## src/rtl/handshake_tx.sv

```systemverilog
// Four-phase req/ack transmitter: accepts words on a valid/ready port and
// presents them to an asynchronous receiver via req_out/data_out and ack_in.
module handshake_tx #(
    parameter int WIDTH       = 8,
    parameter int SYNC_STAGES = 2,
    parameter int TIMEOUT     = 255
) (
    input  logic             clk,
    input  logic             rst_n,
    input  logic             in_valid,
    input  logic [WIDTH-1:0] in_data,
    output logic             in_ready,
    output logic             req_out,
    output logic [WIDTH-1:0] data_out,
    input  logic             ack_in,
    output logic             busy,
    output logic             timeout_err
);

    localparam int CNT_W = (TIMEOUT > 0) ? $clog2(TIMEOUT + 1) : 1;
    localparam logic [CNT_W-1:0] CNT_LIM = CNT_W'((TIMEOUT > 0) ? TIMEOUT - 1 : 0);

    typedef enum logic [1:0] {
        IDLE  = 2'd0,
        SETUP = 2'd1,
        REQ   = 2'd2,
        REL   = 2'd3
    } state_t;

    state_t                 r_state;
    logic [SYNC_STAGES-1:0] r_sync;
    logic [CNT_W-1:0]       r_cnt;
    logic                   r_req;
    logic [WIDTH-1:0]       r_data;
    logic                   r_err;
    logic                   w_ack_s;
    logic                   w_thresh;

    // ack_in is asynchronous; only the last synchronizer stage feeds the FSM.
    always_ff @(posedge clk or negedge rst_n) begin
        if (!rst_n) begin
            r_sync <= '0;
        end else begin
            r_sync <= {r_sync[SYNC_STAGES-2:0], ack_in};
        end
    end

    assign w_ack_s  = r_sync[SYNC_STAGES-1];
    assign w_thresh = (TIMEOUT != 0) && (r_cnt == CNT_LIM);

    always_ff @(posedge clk or negedge rst_n) begin
        if (!rst_n) begin
            r_state <= IDLE;
            r_cnt   <= '0;
            r_req   <= 1'b0;
            r_data  <= '0;
            r_err   <= 1'b0;
        end else begin
            r_err <= 1'b0;
            case (r_state)
                IDLE: begin
                    if (in_valid) begin
                        r_data  <= in_data;
                        r_state <= SETUP;
                    end
                end
                SETUP: begin
                    r_req   <= 1'b1;
                    r_cnt   <= '0;
                    r_state <= REQ;
                end
                REQ: begin
                    // With the timeout disabled the counter is frozen so it can never wrap.
                    if (TIMEOUT != 0) begin
                        r_cnt <= r_cnt + CNT_W'(1);
                    end
                    if (w_ack_s) begin
                        r_req   <= 1'b0;
                        r_state <= REL;
                    end else if (w_thresh) begin
                        r_req   <= 1'b0;
                        r_err   <= 1'b1;
                        r_state <= REL;
                    end
                end
                REL: begin
                    if (!w_ack_s) begin
                        r_state <= IDLE;
                    end
                end
                default: r_state <= IDLE;
            endcase
        end
    end

    assign in_ready    = (r_state == IDLE);
    assign busy        = (r_state != IDLE);
    assign req_out     = r_req;
    assign data_out    = r_data;
    assign timeout_err = r_err;

endmodule

```

## config.mk

```make
export PLATFORM = sky130hd
export DESIGN_NAME = handshake_tx
export DESIGN_NICKNAME = d
export VERILOG_FILES = /design/src/rtl/handshake_tx.sv
export SDC_FILE = /design/constraint.sdc
export NUM_CORES = 1
export LEC_CHECK = 0
export CAP_MARGIN = 25
export CORE_ASPECT_RATIO = 0.6
export CORE_MARGIN = 1.5
export CORE_UTILIZATION = 45
export CTS_CLUSTER_DIAMETER = 50
export DETAILED_ROUTE_END_ITERATION = 12
export PLACE_DENSITY = 0.75
export REMOVE_ABC_BUFFERS = 1
export SETUP_SLACK_MARGIN = 0.02
export SYNTH_ARGS = -nofsm -noshare
export SYNTH_HDL_FRONTEND = slang
export SYNTH_SLANG_ARGS = --single-unit
```

## constraint.sdc

```tcl
create_clock -name clk -period 4.5 [get_ports clk]
set_clock_uncertainty 0.15 [all_clocks]
set_input_delay 0.9 -clock clk [delete_from_list [all_inputs] [get_ports clk]]
set_output_delay 0.9 -clock clk [all_outputs]
set_load 0.05 [all_outputs]
```

==> results.cfg, run 1 <==
[run_status]
outcome = complete, no violations

[timing]
tns_ns = 0
finalSetupViolCount = 0
maxSlewHeadroom_pct = 66.0
fin_crit_sh_pct = 65.2
worst_pin_slew_ns = 0.508
max_freq_mhz = 341
layout_min_cycle_time_ns = 2.93
fin_hold_ws_ns = 0.200
hold_viol = 0
rsz0062_at_grt = no
setup_slack_ns = 1.57
drv_slew = 0

[logic_synthesis]
synth_cells = 84
synthSimpleGateAreaFrac_pct = 12.8
synthMuxAreaShare_pct = 10.3
synth_seq_cells = 22
yosys-top-cells-area = dfrtp_1, mux2_2, ha_1
yosys.area.top_type = dfrtp_1
ys_warn_count = 0
synth.most_common_cell = dfrtp_1
synth-xor-area-share_pct = 0.861
synth_top_area_share_pct = 54.1
synth_seq_area_share_pct = 54.1
synth_compound_area_share_pct = 11.9
synth_fa_ha_area_share_pct = 7.38
synthTopCellsByCount = dfrtp_1, o21ai_0, mux2_2
synth_top_family_by_area = simple AND/OR/NAND/NOR gates
async_reset_ff_share_pct = 100
synth_flop_cell = dfrtp_1
netlist_area_sq_mm = 0.00102
synth_edf_count = 0
avgSynthCellArea_sq_um = 12.1
synth_cell_type_count = 26

[setup_path]
required_ns = 3.45
setup.worst_path.start_class = flop
cp.arrival_ns = 1.88
cp_common_cell = inv_1
max_stage_delay_ns = 0.81
path_cells = inv_1, ha_1, inv_1, clkdlybuf4s50_1
cp-end-kind = primary output
crit_path_top_delay_cell = clkdlybuf4s50_1
critical_path_class = flop to primary output
crit_fanout = 4
regToRegSetupSlack_ns = 2.53

[grt]
grt_usage_pct = 18.1
gr-usage-met1_pct = 22.1
met2_usage_pct = 31.5
grt_pass1_wl_microns = 3250
overflow = 0
grt_max_degree = 23
grtUsageMet3_pct = 5.46
grt_pass1_vias = 708
gr-max-usage-layer = met2
antenna_found_initial = 0

[layout]
post_route_cells_drive_above_1_share_pct = 18.9
area_growth_pct = 34.1
nets = 130
finalNonFillerCells = 141
insertedDiodeCount = 0
fillers = 182

[cts]
cts.path.max_buffers = 2
cts_tree = built
cts_setup_buffers = 0
clockRootBuffer = clkbuf_8
htree_levels = 1
ctsResizeCount = 0
cts_buffers = 3
clock_sinks = 22
clock_latency_ns = 0.26
cts_hold_buffers = 0
clkTransAtPathRegs_ns = 0.07

[detailed_routing]
vias_per_cell = 5.12
totalWireLength_microns = 1970
drt_iter0_drc = 13
drt-wirelength-per-cell_microns = 13.9
drcViolationCount = 0
num_vias = 722
drtAntennaViolNets = 0
first_pass_iters = 4

[floorplanning]
initial_core_util_pct = 47.4
fp-row-count = 13
core_sq_mm = 0.00215
die_w_microns = 64.4
die_height_microns = 39.8
io_pins = 24
die-area_sq_mm = 0.00256

[run]
drv_cap = 0

[placed_design]
portBuffers = 23
place.gp.congestion = 0.776
dp_hpwl_microns = 1530
dp_slack_ns = 1.86
dp_cells = 136

[pwr]
total_leakage_power_nw = 0.604
peakVddDrop_mv = 0.241
powerDensity_mw_per_mm2 = 729

[worst_hold_path]
hold_path_class = flop to flop
-- cells in the final DEF, fill, tap and decap left out, types with 2 or more instances in the layout --
cell             netlist  final
nor2_1                 2      2
nand4_2                2      2
nand3_1                4      4
o21ai_0               10     10
ha_1                   6      6
clkdlybuf4s50_1        0     23
clkbuf_8               0      4
or3_1                  2      2
a21o_1                 2      2
mux2_2                 8      8
inv_1                  5      5
a21oi_1                2      2
dfrtp_1               22     22
nand2_1                5      5
-- critical path: cells and delay by family (launching register included) --
kind                       cells  cell delay, ns
DFF                            1            0.37
buffers and inverters          3            1.02
adders and majority gates      1            0.23
-- layout make-up --
class                      instances  area, sq um  share of cell area, %
clock buffer                       4         55.1                   4.04
inverter                           6         22.5                   1.65
multi-input combinational         55          440                   32.3
sequential                        22          551                   40.4
tap                               30         37.5                   2.75
timing repair buffer              24          258                   18.9
-- kinds of logic after synthesis --
family,after synthesis
compound gates,17
xor+xnor,1
fa+ha+maj,6
buf+inv,7
flops,22
mux,9
simple gates,22
-- sequential cells by signal (all words and copies together), names as in the netlist --
signal / cells
r_cnt: 8
r_sync: 2
timeout_err: 1
data_out: 8
r_state: 2
req_out: 1
-- routing by layer --
metal	wire length (microns)	up-vias
li1	-	347
met2	959	20
met1	882	353
met4	25	0
met3	98	2
met5	0	-
-- power by group --
part | switching, mW | total [mW] | internal [mW] | leakage [nW]
sequential | 0.0374 | 0.296 | 0.259 | 0.277
clock | 0.0608 | 0.139 | 0.0780 | 0.0288
combinational | 0.345 | 0.559 | 0.215 | 0.299
total | 0.443 | 0.994 | 0.551 | 0.604
-- worst paths after layout --
| check | cells after the start | from | to |
|---|---|---|---|
| setup / recovery | 4 | r_state[0] | busy |
| max in group asynchronous | 2 | rst_n | data_out[2] |
| hold / removal | 0 | r_sync[0] | r_sync[1] |
| setup reg to reg | 5 | r_state[1] | r_cnt[5] |
| hold reg to reg | 0 | r_sync[0] | r_sync[1] |
| min in group asynchronous | 1 | rst_n | r_cnt[0] |
-- per-stage QoR --
stage	instance area (sq um)	total power, mW	utilization [%]
5_1_grt	1360	1.06	63.5
2_1_floorplan	1010	0.688	-
3_5_place_dp	1280	0.857	59.7
4_1_cts	1340	0.999	62.2
3_3_place_gp	1280	0.836	59.7
6_report	1360	0.994	63.5
Note: power is estimated with default switching activity, not from simulation.
==> run 2: changes to the inputs <==
--- a/config.mk
+++ b/config.mk
@@ -8,7 +8,7 @@
 export CAP_MARGIN = 25
 export CORE_ASPECT_RATIO = 0.6
 export CORE_MARGIN = 1.5
-export CORE_UTILIZATION = 45
+export CORE_UTILIZATION = 43
 export CTS_CLUSTER_DIAMETER = 50
 export DETAILED_ROUTE_END_ITERATION = 12
 export PLACE_DENSITY = 0.75
==> constraint.sdc (replaced) <==
create_clock -name clk -period 2.56 [get_ports clk]
set_clock_uncertainty 0.15 [all_clocks]
set_input_delay 0.512 -clock clk [delete_from_list [all_inputs] [get_ports clk]]
set_output_delay 0.512 -clock clk [all_outputs]
set_load 0.05 [all_outputs]
==> run 2 against run 1 <==
  * Critical path depth decreased by 1
  * Cell area decreased by 2.1%
  * Cell count unchanged
  * First-iteration DRC count up 100%
  * Sequential cell count unchanged
  * Critical path type unchanged
  * Non-clock buffer count is 1 higher
  * Worst setup slack got worse by 1.4 ns
  * Sequential share of layout area increased by 0.87 points
  * Combinational power grew 78%
==> results.cfg, run 2 (same netlist as run 1, synthesis figures left out) <==
[cts]
cts_setup_buffers = 0
cts.path.max_buffers = 2
cts_tree = built
cts_buffers = 3
ctsResizeCount = 0
clock_sinks = 22
cts_hold_buffers = 0
clock_latency_ns = 0.26
htree_levels = 1
clockRootBuffer = clkbuf_8
clkTransAtPathRegs_ns = 0.07

[setup_path]
cp.arrival_ns = 1.77
cp-end-kind = primary output
required_ns = 1.90
crit_fanout = 4
setup.worst_path.start_class = flop
critical_path_class = flop to primary output

[floorplanning]
io_pins = 24
die_height_microns = 40.7
die_w_microns = 65.8
core_sq_mm = 0.00220
die-area_sq_mm = 0.00268
initial_core_util_pct = 46.3
fp-row-count = 13

[detailed_routing]
first_pass_iters = 5
drtAntennaViolNets = 0
totalWireLength_microns = 1830
drcViolationCount = 0
drt_iter0_drc = 26
num_vias = 694
vias_per_cell = 4.92
drt-wirelength-per-cell_microns = 13.0

[placed_design]
dp_hpwl_microns = 1410
portBuffers = 23
place.gp.congestion = 0.852

[timing]
finalSetupViolCount = 0
layout_min_cycle_time_ns = 2.44
fin_crit_sh_pct = 95.2
tns_ns = 0
worst_pin_slew_ns = 0.521
maxSlewHeadroom_pct = 65.2
drv_slew = 0
hold_viol = 0
max_freq_mhz = 411
rsz0062_at_grt = no
fin_hold_ws_ns = 0.209

[layout]
area_growth_pct = 31.2
nets = 131
insertedDiodeCount = 0
layout_common_cells = dfrtp_1, clkdlybuf4s50_1, o21ai_0
post_route_cells_drive_above_1_share_pct = 19.8

[run_status]
outcome = complete, no violations

[grt]
gr-max-usage-layer = met1
grtUsageMet3_pct = 4.12
grt_pass1_wl_microns = 2890
grt_pass1_vias = 584
grt_max_degree = 23
overflow = 0
gr-usage-met1_pct = 23.1
grt_usage_pct = 15.6
antenna_found_initial = 0
met2_usage_pct = 22.0

[pwr]
seq_power_share_pct = 30.4
powerDensity_mw_per_mm2 = 1290
power_switching_mw = 0.775
pwr-share-clk_pct = 11.7
totalPowerFinal_mw = 1.72
peakVddDrop_mv = 0.552
combPwrFrac_pct = 57.9
p_int_mw = 0.946
p_sw_share_pct = 45.0
total_leakage_power_nw = 0.594

[run]
drv_cap = 0

[worst_hold_path]
hold_path_class = flop to flop
-- run 2: changes by cell type in the layout (fill, tap and decap cells not counted) --
| cell | previous run | this run |
|---|---|---|
| buf_4 | 0 | 3 |
| buf_16 | 1 | 0 |
| clkbuf_8 | 4 | 3 |
| clkdlybuf4s50_1 | 23 | 22 |
-- run 2: per-layer routing --
| metal | wire length, microns | vias to the layer above |
|---|---|---|
| met4 | 25 | 0 |
| met2 | 816 | 11 |
| li1 | - | 351 |
| met5 | 0 | - |
| met3 | 68 | 4 |
| met1 | 923 | 328 |
-- run 2: per-stage QoR --
step,std cells,util (%),setup WS [ns],cell area (sq um)
finish,141,60.8,0.124,1340
CTS,141,60.8,0.110,1340
global route,141,60.8,0.0267,1340
floorplan,83,-,0.277,1010
detailed placement,138,58.9,0.398,1290
global placement,138,58.9,0.433,1290
-- run 2: final timing paths --
path                            start         end  slack (ns)  depth (start not counted)
max reg2reg                r_state[0]  r_state[1]        0.65                          5
min                         r_sync[0]   r_sync[1]        0.21                          0
min in group asynchronous       rst_n    r_cnt[5]        0.44                          2
min reg2reg                 r_sync[0]   r_sync[1]        0.21                          0
max in group asynchronous       rst_n   r_sync[1]        1.60                          2
max                        r_state[0]    in_ready        0.12                          3
-- run 2: layout make-up --
cell class	instances	area, sq um
inverters	6	22.5
fillers	185	861
multi-input cells	55	440
well taps	30	37.5
clock buffers	3	41.3
flip-flops and latches	22	551
repair buffers	25	243
-- run 2: worst max-delay path, cell delays in order (launching register included) --
cell and delay (ns):
dfrtp_1 0.39, inv_1 0.13, ha_1 0.20, clkdlybuf4s50_1 0.80
-- run 2: power groups by stage --
stage	combinational [mW]	clock, mW	sequential [mW]
global placement	0.978	0	0.520
CTS	0.999	0.211	0.524
detailed placement	0.994	0	0.531
finish	0.996	0.201	0.523
floorplan	0.437	0	0.772
global route	1.07	0.222	0.536
